===== src/rtl/pixel_compositor_pkg.sv =====
// Shared types and constants for the pixel compositor: fade FSM states,
// default layer count and the layer index assignments of the game objects.
package params;

    typedef enum logic [1:0] {
        BLACK    = 2'd0,
        FADE_IN  = 2'd1,
        SHOWN    = 2'd2,
        FADE_OUT = 2'd3
    } comp_fade_e;

    localparam int COMP_NUM_LAYERS = 6;

    localparam int LAYER_GAMEOVER = 0;
    localparam int LAYER_ALIEN    = 1;
    localparam int LAYER_PADDLE   = 2;
    localparam int LAYER_BULLET   = 3;

endpackage


===== src/rtl/pixel_compositor_fade_controller.sv =====
// Frame-synchronous fade FSM: steps the brightness level every FRAMES_PER_STEP
// frames during fade-in/fade-out and pulses fade_done when a fade completes.
module fade_controller
    import params::*;
#(
    parameter int FADE_BITS       = 4,
    parameter int FRAMES_PER_STEP = 2
) (
    input  logic                 pixel_clk,
    input  logic                 rst_n,
    input  logic                 fsync,
    input  logic                 fade_out_req,
    input  logic                 fade_in_req,
    output logic [FADE_BITS:0]   level,
    output logic [1:0]           fade_state,
    output logic                 fade_done
);

    localparam int CNT_W = (FRAMES_PER_STEP > 1) ? $clog2(FRAMES_PER_STEP) : 1;
    localparam logic [CNT_W-1:0]   CNT_LAST = CNT_W'(FRAMES_PER_STEP - 1);
    localparam logic [FADE_BITS:0] LVL_MAX  = {1'b1, {FADE_BITS{1'b0}}};
    localparam logic [FADE_BITS:0] LVL_ONE  = (FADE_BITS+1)'(1);

    comp_fade_e         state_q, state_d;
    logic [FADE_BITS:0] level_q, level_d;
    logic [CNT_W-1:0]   cnt_q, cnt_d, cnt_next;
    logic               pend_q, pend_d, done_q, done_d;
    logic               in_req, step;

    always_comb begin
        state_d  = state_q;
        level_d  = level_q;
        cnt_d    = cnt_q;
        done_d   = 1'b0;
        in_req   = pend_q | fade_in_req;
        pend_d   = in_req;
        step     = (cnt_q == CNT_LAST);
        cnt_next = step ? '0 : cnt_q + CNT_W'(1);
        if (fsync) begin
            case (state_q)
                BLACK: begin
                    if (in_req) begin
                        state_d = FADE_IN;
                        pend_d  = 1'b0;
                    end
                end
                FADE_IN: begin
                    pend_d = 1'b0;
                    if (fade_out_req) begin
                        state_d = FADE_OUT;
                    end else if (level_q == LVL_MAX) begin
                        state_d = SHOWN;
                        done_d  = 1'b1;
                    end else begin
                        cnt_d = cnt_next;
                        if (step) begin
                            level_d = level_q + LVL_ONE;
                            if (level_d == LVL_MAX) begin
                                state_d = SHOWN;
                                done_d  = 1'b1;
                            end
                        end
                    end
                end
                SHOWN: begin
                    pend_d = 1'b0;
                    if (fade_out_req) state_d = FADE_OUT;
                end
                default: begin
                    // A held fade_out_req outranks a pending fade-in request.
                    if (in_req && !fade_out_req) begin
                        state_d = FADE_IN;
                        pend_d  = 1'b0;
                    end else if (level_q == '0) begin
                        state_d = BLACK;
                        done_d  = 1'b1;
                    end else begin
                        cnt_d = cnt_next;
                        if (step) begin
                            level_d = level_q - LVL_ONE;
                            if (level_d == '0) begin
                                state_d = BLACK;
                                done_d  = 1'b1;
                            end
                        end
                    end
                end
            endcase
            if (state_d != state_q) cnt_d = '0;
        end
    end

    always_ff @(posedge pixel_clk) begin
        if (!rst_n) begin
            state_q <= FADE_IN;
            level_q <= '0;
            cnt_q   <= '0;
            pend_q  <= 1'b0;
            done_q  <= 1'b0;
        end else begin
            state_q <= state_d;
            level_q <= level_d;
            cnt_q   <= cnt_d;
            pend_q  <= pend_d;
            done_q  <= done_d;
        end
    end

    assign level      = level_q;
    assign fade_state = state_q;
    assign fade_done  = done_q;

endmodule


===== src/rtl/pixel_compositor.sv =====
// Two-stage pixel compositor: priority layer select, then brightness fade.
// Define PIXEL_COMPOSITOR_COLLISION_EN to add per-frame layer overlap reporting.
module pixel_compositor
    import params::*;
#(
    parameter int NUM_LAYERS      = COMP_NUM_LAYERS,
    parameter int CW              = 8,
    parameter int FADE_BITS       = 4,
    parameter int FRAMES_PER_STEP = 2
) (
    input  logic                       pixel_clk,
    input  logic                       rst_n,
    input  logic                       fsync,
    input  logic                       active,
    input  logic [NUM_LAYERS-1:0]      layer_active,
    input  logic [NUM_LAYERS*3*CW-1:0] layer_pixel,
    input  logic [NUM_LAYERS-1:0]      layer_enable,
    input  logic [3*CW-1:0]            bg_color,
    input  logic                       fade_out_req,
    input  logic                       fade_in_req,
    output logic [3*CW-1:0]            pixel_out,
    output logic                       active_out,
    output logic [1:0]                 fade_state,
    output logic                       fade_done,
    output logic [NUM_LAYERS-1:0]      collision,
    output logic                       collision_valid
);

    localparam int PW = 3 * CW;

    logic [NUM_LAYERS-1:0] shadow_q, shadow_d;
    logic [PW-1:0]         s1_pix_q, s1_pix_d, pix_q, faded;
    logic [FADE_BITS:0]    level, s1_level_q;
    logic                  s1_act_q, act_q;

    fade_controller #(
        .FADE_BITS       (FADE_BITS),
        .FRAMES_PER_STEP (FRAMES_PER_STEP)
    ) u_fade (
        .pixel_clk    (pixel_clk),
        .rst_n        (rst_n),
        .fsync        (fsync),
        .fade_out_req (fade_out_req),
        .fade_in_req  (fade_in_req),
        .level        (level),
        .fade_state   (fade_state),
        .fade_done    (fade_done)
    );

    always_comb begin
        shadow_d = fsync ? layer_enable : shadow_q;
        s1_pix_d = bg_color;
        for (int i = NUM_LAYERS - 1; i >= 0; i--) begin
            if (layer_active[i] && shadow_q[i]) s1_pix_d = layer_pixel[i*PW +: PW];
        end
        if (!active) s1_pix_d = '0;
    end

    // The level travels with the pixel so an fsync-cycle level change only hits later pixels.
    for (genvar gi = 0; gi < 3; gi++) begin : g_chan
        logic [CW+FADE_BITS:0] prod;
        logic [CW:0]           scaled;
        assign prod   = {{(FADE_BITS+1){1'b0}}, s1_pix_q[gi*CW +: CW]} * {{CW{1'b0}}, s1_level_q};
        assign scaled = prod[CW+FADE_BITS:FADE_BITS];
        assign faded[gi*CW +: CW] = scaled[CW] ? {CW{1'b1}} : scaled[CW-1:0];
    end

    always_ff @(posedge pixel_clk) begin
        if (!rst_n) begin
            shadow_q   <= '1;
            s1_pix_q   <= '0;
            s1_act_q   <= 1'b0;
            s1_level_q <= '0;
            pix_q      <= '0;
            act_q      <= 1'b0;
        end else begin
            shadow_q   <= shadow_d;
            s1_pix_q   <= s1_pix_d;
            s1_act_q   <= active;
            s1_level_q <= level;
            pix_q      <= faded;
            act_q      <= s1_act_q;
        end
    end

    assign pixel_out  = pix_q;
    assign active_out = act_q;

`ifdef PIXEL_COMPOSITOR_COLLISION_EN
    logic [NUM_LAYERS-1:0] cov_mask, hit_mask, sticky_q, sticky_d, coll_q;
    logic                  coll_valid_q;

    // The fsync-cycle pixel seeds the new frame's mask rather than the reported one.
    always_comb begin
        cov_mask = layer_active & shadow_q;
        hit_mask = '0;
        if (active && ((cov_mask & (cov_mask - NUM_LAYERS'(1))) != '0)) hit_mask = cov_mask;
        sticky_d = fsync ? hit_mask : (sticky_q | hit_mask);
    end

    always_ff @(posedge pixel_clk) begin
        if (!rst_n) begin
            sticky_q     <= '0;
            coll_q       <= '0;
            coll_valid_q <= 1'b0;
        end else begin
            sticky_q     <= sticky_d;
            coll_q       <= fsync ? sticky_q : coll_q;
            coll_valid_q <= fsync;
        end
    end

    assign collision       = coll_q;
    assign collision_valid = coll_valid_q;
`else
    assign collision       = '0;
    assign collision_valid = 1'b0;
`endif

endmodule


===== config.mk =====
export PLATFORM = sky130hd
export DESIGN_NAME = pixel_compositor
export DESIGN_NICKNAME = d
export VERILOG_FILES = /design/src/rtl/pixel_compositor_pkg.sv /design/src/rtl/pixel_compositor_fade_controller.sv /design/src/rtl/pixel_compositor.sv
export SDC_FILE = /design/constraint.sdc
export NUM_CORES = 1
export LEC_CHECK = 0
export BUFFER_PORTS_ARGS = -buffer_cell sky130_fd_sc_hd__buf_4
export CAP_MARGIN = 10
export CELL_PAD_IN_SITES_DETAIL_PLACEMENT = 1
export CELL_PAD_IN_SITES_GLOBAL_PLACEMENT = 2
export CORE_UTILIZATION = 32
export CTS_CLUSTER_DIAMETER = 100
export DETAILED_ROUTE_END_ITERATION = 12
export PLACE_DENSITY = 0.86
export SKIP_CTS_REPAIR_TIMING = 1
export SLEW_MARGIN = 15
export SYNTH_ARGS = -nofsm -noshare
export SYNTH_HDL_FRONTEND = slang
export SYNTH_HIERARCHICAL = 1
export SYNTH_SLANG_ARGS = --single-unit

===== constraint.sdc =====
create_clock -name pixel_clk -period 9.87 [get_ports pixel_clk]
set_input_delay 1.974 -clock pixel_clk [delete_from_list [all_inputs] [get_ports pixel_clk]]
set_output_delay 1.974 -clock pixel_clk [all_outputs]
set_load 0.02 [all_outputs]

# Word level (Yosys, flattened, before mapping)
# Index checks and enable logic that the tools add are counted.
totals:
  wordCells: 97
  output_inout_bits: 35
  memories: 0
  ff_bits: 71
  mem_bits_rw: 0
  latch_bits: 0
  mem_bits_ro: 0
  in_bits: 186
classes:
  addsub: 3
  magnitude_cmp: 0
  mux: 47
  n_eq_ne: 14
  n_reduce_logical: 17
  div: 0
  mul: 3
  n_shift: 0
  bitwise_logic: 2
ops:
  columns: ["cell", "count"]
  rows:
  - ["$mux W24", 6]
  - ["$mul A8 B5 Y13", 3]
  - ["$mux W5", 6]
  - ["$mux W8", 3]
  - ["$mux W2", 11]
  - ["$mux W1", 17]
  - ["$eq A5 B5 Y1 const B", 2]
  - ["$logic_not A5 Y1", 2]
  - ["$pmux W5 S2", 1]
  - ["$ne A3 B3 Y1 const B", 3]
  - ["$ne A2 B2 Y1 const B", 4]
  - ["$logic_and A1 B1 Y1", 7]
  - ["$reduce_and A7 Y1", 1]
  - ["$pmux W2 S3", 1]
  - ["$reduce_and A6 Y1", 1]
  - ["$add A5 B1 Y5 const B", 1]
  - ["$sub A5 B1 Y5 const B", 1]
  - ["$pmux W1 S2", 2]
  - ["$reduce_and A2 Y1", 2]
  - ["$ne A3 B2 Y1 const B", 1]
  - ["$reduce_or A3 Y1", 1]
  - ["$eq A2 B1 Y1 const B", 1]
  - ["$eq A2 B2 Y1 const B", 1]
  - ["$logic_not A2 Y1", 1]
  - ["7 further kinds", 7]

# Logic depth before layout (Yosys ltp)
logic_depth:
  depth_word: 11
  mapped_depth: 16
  depth_no_buf: 14

# Hierarchy
# The synthesis kept the hierarchy.
by_module_without_submodules:
  columns: ["mod", "instances", "seq_area_each_um2", "cells_each", "area_each_um2"]
  rows:
  - ["pixel_compositor", 1, 1221.2, 792, 6516.2]
  - ["fade_controller", 1, 200.2, 95, 753.2]

# Worst setup path after synthesis
# OpenSTA, ideal clock, no wires.
synth_path:
  path_type: "register to register"
  startpoint: "reg s1_level_q[3]"
  endpoint: "reg pix_q[15] (netlist: pixel_out[15])"
  arrival_ns: 3.734
  required_ns: 9.755
  setup_slack_ns: 6.021
  setup_time_ns: 0.115
  n_path_buf: 1
  synth_period_minus_slack_ns: 3.849
  stages_incl_launch_ff: 15
  path_cell_list: "dfxtp_1 > clkbuf_1 > and2_1 > fa_1 > fa_1 > inv_1 > fa_1 > inv_1 > ha_1 > a21o_1 > o2bb2ai_2 > or4_1 > a31oi_1 > xnor2_1 > o21a_1"
synth_between:
  elab_chain_len: 2
synth_rtl:
  columns: ["element", "line_no", "rtl"]
  rows:
  - ["from (decl)", "pixel_compositor.sv:33", "logic [FADE_BITS:0] level, s1_level_q;"]
  - ["from (signal assigned)", "pixel_compositor.sv:80", "s1_level_q <= level;"]
  - ["$mul A8 B5 Y13", "pixel_compositor.sv:63", "assign prod = {{(FADE_BITS+1){1'b0}}, s1_pix_q[gi*CW +: CW]} * {{CW{1'b0}}, s1_level_q};"]
  - ["$mux W8", "pixel_compositor.sv:65", "assign faded[gi*CW +: CW] = scaled[CW] ? {CW{1'b1}} : scaled[CW-1:0];"]
  - ["to (signal assigned)", "pixel_compositor.sv:74", "pix_q <= '0;"]
  - ["to (signal assigned)", "pixel_compositor.sv:81", "pix_q <= faded;"]
  - ["to (decl)", "pixel_compositor.sv:32", "logic [PW-1:0] s1_pix_q, s1_pix_d, pix_q, faded;"]
# Every way passes these cells.
# A chain may end at the register's enable or synchronous reset.

# Final worst setup path
layout_path:
  startpoint: "reg s1_level_q[3]"
  endpoint: "reg pix_q[11] (netlist: pixel_out[11])"
# Same word-level chain as after synthesis.

==> summary.md <==
| Metric | Value |
|---|---|
| Register area share after synthesis | `19.6%` |
| Ant. Diodes | `0` |
| Worst min path class | `flip-flop to flip-flop` |
| Largest net degree at the start of global routing | `49` |
| # rows | `54` |
| Die height | `153 µm` |
| First-pass GRT wire length | `37000 µm` |
| TritonCTS clock tree | `built` |
| CTS Buffer Depth | `2` |
| Clk Tree Root Cell | `clkbuf_16` |
| Core ar. | `about 22000 µm²` |
| Total number of vias | `between 6000 and 7000` |
| Num CTS Buffers | `9` |
| Global Route Usage Sum | `between 15 and 20%` |
| Die area | `roughly 23000 µm²` |
| CP max FO | `24` |
| Seq pwr share | `38.3%` |
| Clock transition at path regs | `roughly 50 ps` |
| Leakage | `4.89 nW` |
| Worst path most repeated cell | `fa_1` |
| Final period util | `45.0%` |
| CP peak stage delay | `810 ps` |
| DRT Pass-1 Iters | `8` |
| Tightest Pin Transition | `between 1000 and 1500 ps` |
| Slew Limit Headroom | `31.5%` |
| Die X | `153 µm` |
| Fmax | `0.225 GHz` |
| Post-DR vias/cell | `5.09` |
| Ys async rst share | `0%` |
| YS warnings | `6` |
| Area growth syn-to-layout | `28.1%` |
| Top FF cell, synth | `dfxtp_1` |
| Drt drc | `0` |
| Critical path's slowest cell | `dfxtp_1` |
| Grt ovf | `0` |
| Slew Viols, Final | `0` |
| Layout cell share with drive strength beyond 1 | `22.9%` |
| Endpoints failing hold | `0` |
| Clock latency on the worst-skew pair | `about 340 ps` |
| Pwr/cell area | `87.2 nW/µm²` |
| Final #Nets | `roughly 1400` |
| Post-DP HPWL | `18200 µm` |
| Final Setup Violations | `0` |
| Finished Layout Cells | `1346` |
| Vias in the first global route | `approximately 7300` |
| Gate power share | `20.6%` |
| Routability cong. | `0.860` |
| Htree depth | `3` |
| Number of library cell types mapped by synthesis | `between 50 and 60` |
| Sink Count | `71` |
| Wire per inst | `between 15 and 20 µm` |
| Mapped Area | `7270 µm²` |
| DP Cell Count | `1331` |
| Critical path class | `flip-flop to flip-flop` |
| Internal | `around 0.00059 W` |
| Clock skew | `6.03 ps` |
| WL final | `22700 µm` |
| Yosys reg bits | `71` |
| Antenna violations before repair | `0` |
| Psw | `0.000222 W` |
| IO Port Bufs | `213` |
| Critical Path Start Type | `flip-flop` |
| Initial core utilization | `33.0%` |
| EDFF count, synth | `0` |
| Worst-path cell chain | `and2_1, fa_1, fa_1, inv_1, fa_1, inv_1, ha_1, nand3_1, nor3_1, nor3_1, o21ai_1, xor2_1, o21a_1` |
| CP required | `10150 ps` |
| DRT iter0 DRCs | `about 200` |
| ANT nets after route | `0` |
| Setup TNS | `0 ps` |
| RSZ-0062 raised after global routing | `no` |
| Post-Syn Area per Cell | `8.20 µm²` |
| Critical Path AT | `4720 ps` |
| Mapped Cells | `887` |
| IO Count | `approximately 220` |
| Max IR drop VDD | `approximately 0.092 mV` |
| Sw frac | `27.3%` |
| Status | `completed` |
| Critical Path End Type | `flip-flop` |
| MaxCap Viol Count | `0` |
| Clock Power Share | `41.1%` |
| Fin crit period | `4440 ps` |
| Tot Pwr | `0.000812 W` |
## synthesized netlist by cell type, types with 10 or more instances
cell | n | area (µm²)
o211a_1 | 24 | 240
a21oi_1 | 74 | 370
mux2i_1 | 31 | 310
dfxtp_1 | 71 | 1420
clkbuf_1 | 45 | 169
xor2_1 | 10 | 87.6
nand2_1 | 125 | 469
o22ai_1 | 25 | 156
and2_1 | 82 | 513
ha_1 | 60 | 751
inv_1 | 63 | 236
xnor2_1 | 15 | 131
nor2_1 | 23 | 86.3
o21a_1 | 27 | 203
fa_1 | 51 | 1020
o21ai_0 | 56 | 280
## critical path: cells and delay by family (launching register included)
family | cells | cell delay (ps)
compound gates | 2 | 380
fa+ha+maj | 4 | 1790
xor+xnor | 1 | 500
buf+inv | 2 | 90
simple gates | 4 | 820
flops | 1 | 810
## sequential cells by signal, summed over array words and instances, names as in the netlist
register	cells
active_out	1
u_fade/fade_state	2
u_fade/cnt_q	1
s1_act_q	1
u_fade/level	5
s1_level_q	5
s1_pix_q	24
shadow_q	6
pixel_out	24
u_fade/fade_done	1
u_fade/pend_q	1
## routing by layer
layer  global-route usage, %  up-vias  part of all wire, %
met5                       0        -                    0
met4                    5.15        0                  1.8
met3                    4.24       24                  4.4
met2                    35.3      151                   49
met1                    24.3     3276                   45
li1                        -     3394                    -
## path summary, 6_finish.rpt
path         cells past startpoint                        to                startpoint  slack, ps
max                             13  pixel_out[11]$_SDFF_PN0_  s1_level_q[3]$_SDFF_PN0_       5430
min reg2reg                      1     active_out$_SDFF_PN0_       s1_act_q$_SDFF_PN0_        430
min                              1     active_out$_SDFF_PN0_       s1_act_q$_SDFF_PN0_        430
max reg2reg                     13  pixel_out[11]$_SDFF_PN0_  s1_level_q[3]$_SDFF_PN0_       5430
## cells by family (layout without fill, tap and decap cells)
logic type               after synthesis  count (layout)  share of synthesized area, %
multiplexers                          31              31                          4.27
flip-flops                            71              71                          19.6
other                                  1               7                        0.0516
buffers and inverters                122             295                          6.83
AO/OA/AOI/OAI                        254             254                          23.3
adder cells (fa/ha/maj)              111             111                          24.4
AND/OR/NAND/NOR                      270             270                          18.1
XOR/XNOR                              27              27                          3.46
## cell type report
cell class / instances / area (µm²)
Fill cell: 2646 / 12700
Multi-Input combinational cell: 700 / 5370
Timing Repair Buffer: 217 / 1630
Sequential cell: 71 / 1420
Tap cell: 280 / 350
Clock buffer: 12 / 256
Inverter: 63 / 236
Clock inverter: 3 / 42.5
## through the flow
stage	cell area (µm²)	worst slack [ps]	util (%)	hold WS (ps)
final	9310	5430	42.3	430
after global routing	9310	5110	42.3	452
after floorplan	7290	6020	-	412
after global placement	9010	5580	40.9	415
after detailed placement	9010	5510	40.9	423
after CTS	9310	5480	42.3	436
## cells in the final DEF (no fill, tap or decap), types with 31 or more instances in the layout
| master | count |
|---|---|
| nand2_1 | 125 |
| dfxtp_1 | 71 |
| inv_1 | 63 |
| a21oi_1 | 74 |
| mux2i_1 | 31 |
| o21ai_0 | 56 |
| buf_4 | 217 |
| and2_1 | 82 |
| ha_1 | 60 |
| fa_1 | 51 |
## power groups by stage
stage                     Clock, W  Sequential, W  Combinational [W]
after floorplan                  0       0.000311          0.0000897
after global placement           0       0.000317           0.000166
after detailed placement         0       0.000317           0.000168
after CTS                 0.000347       0.000311           0.000169
after global routing      0.000359       0.000313           0.000185
final                     0.000334       0.000311           0.000167
Power figures use the tool's default switching activity.
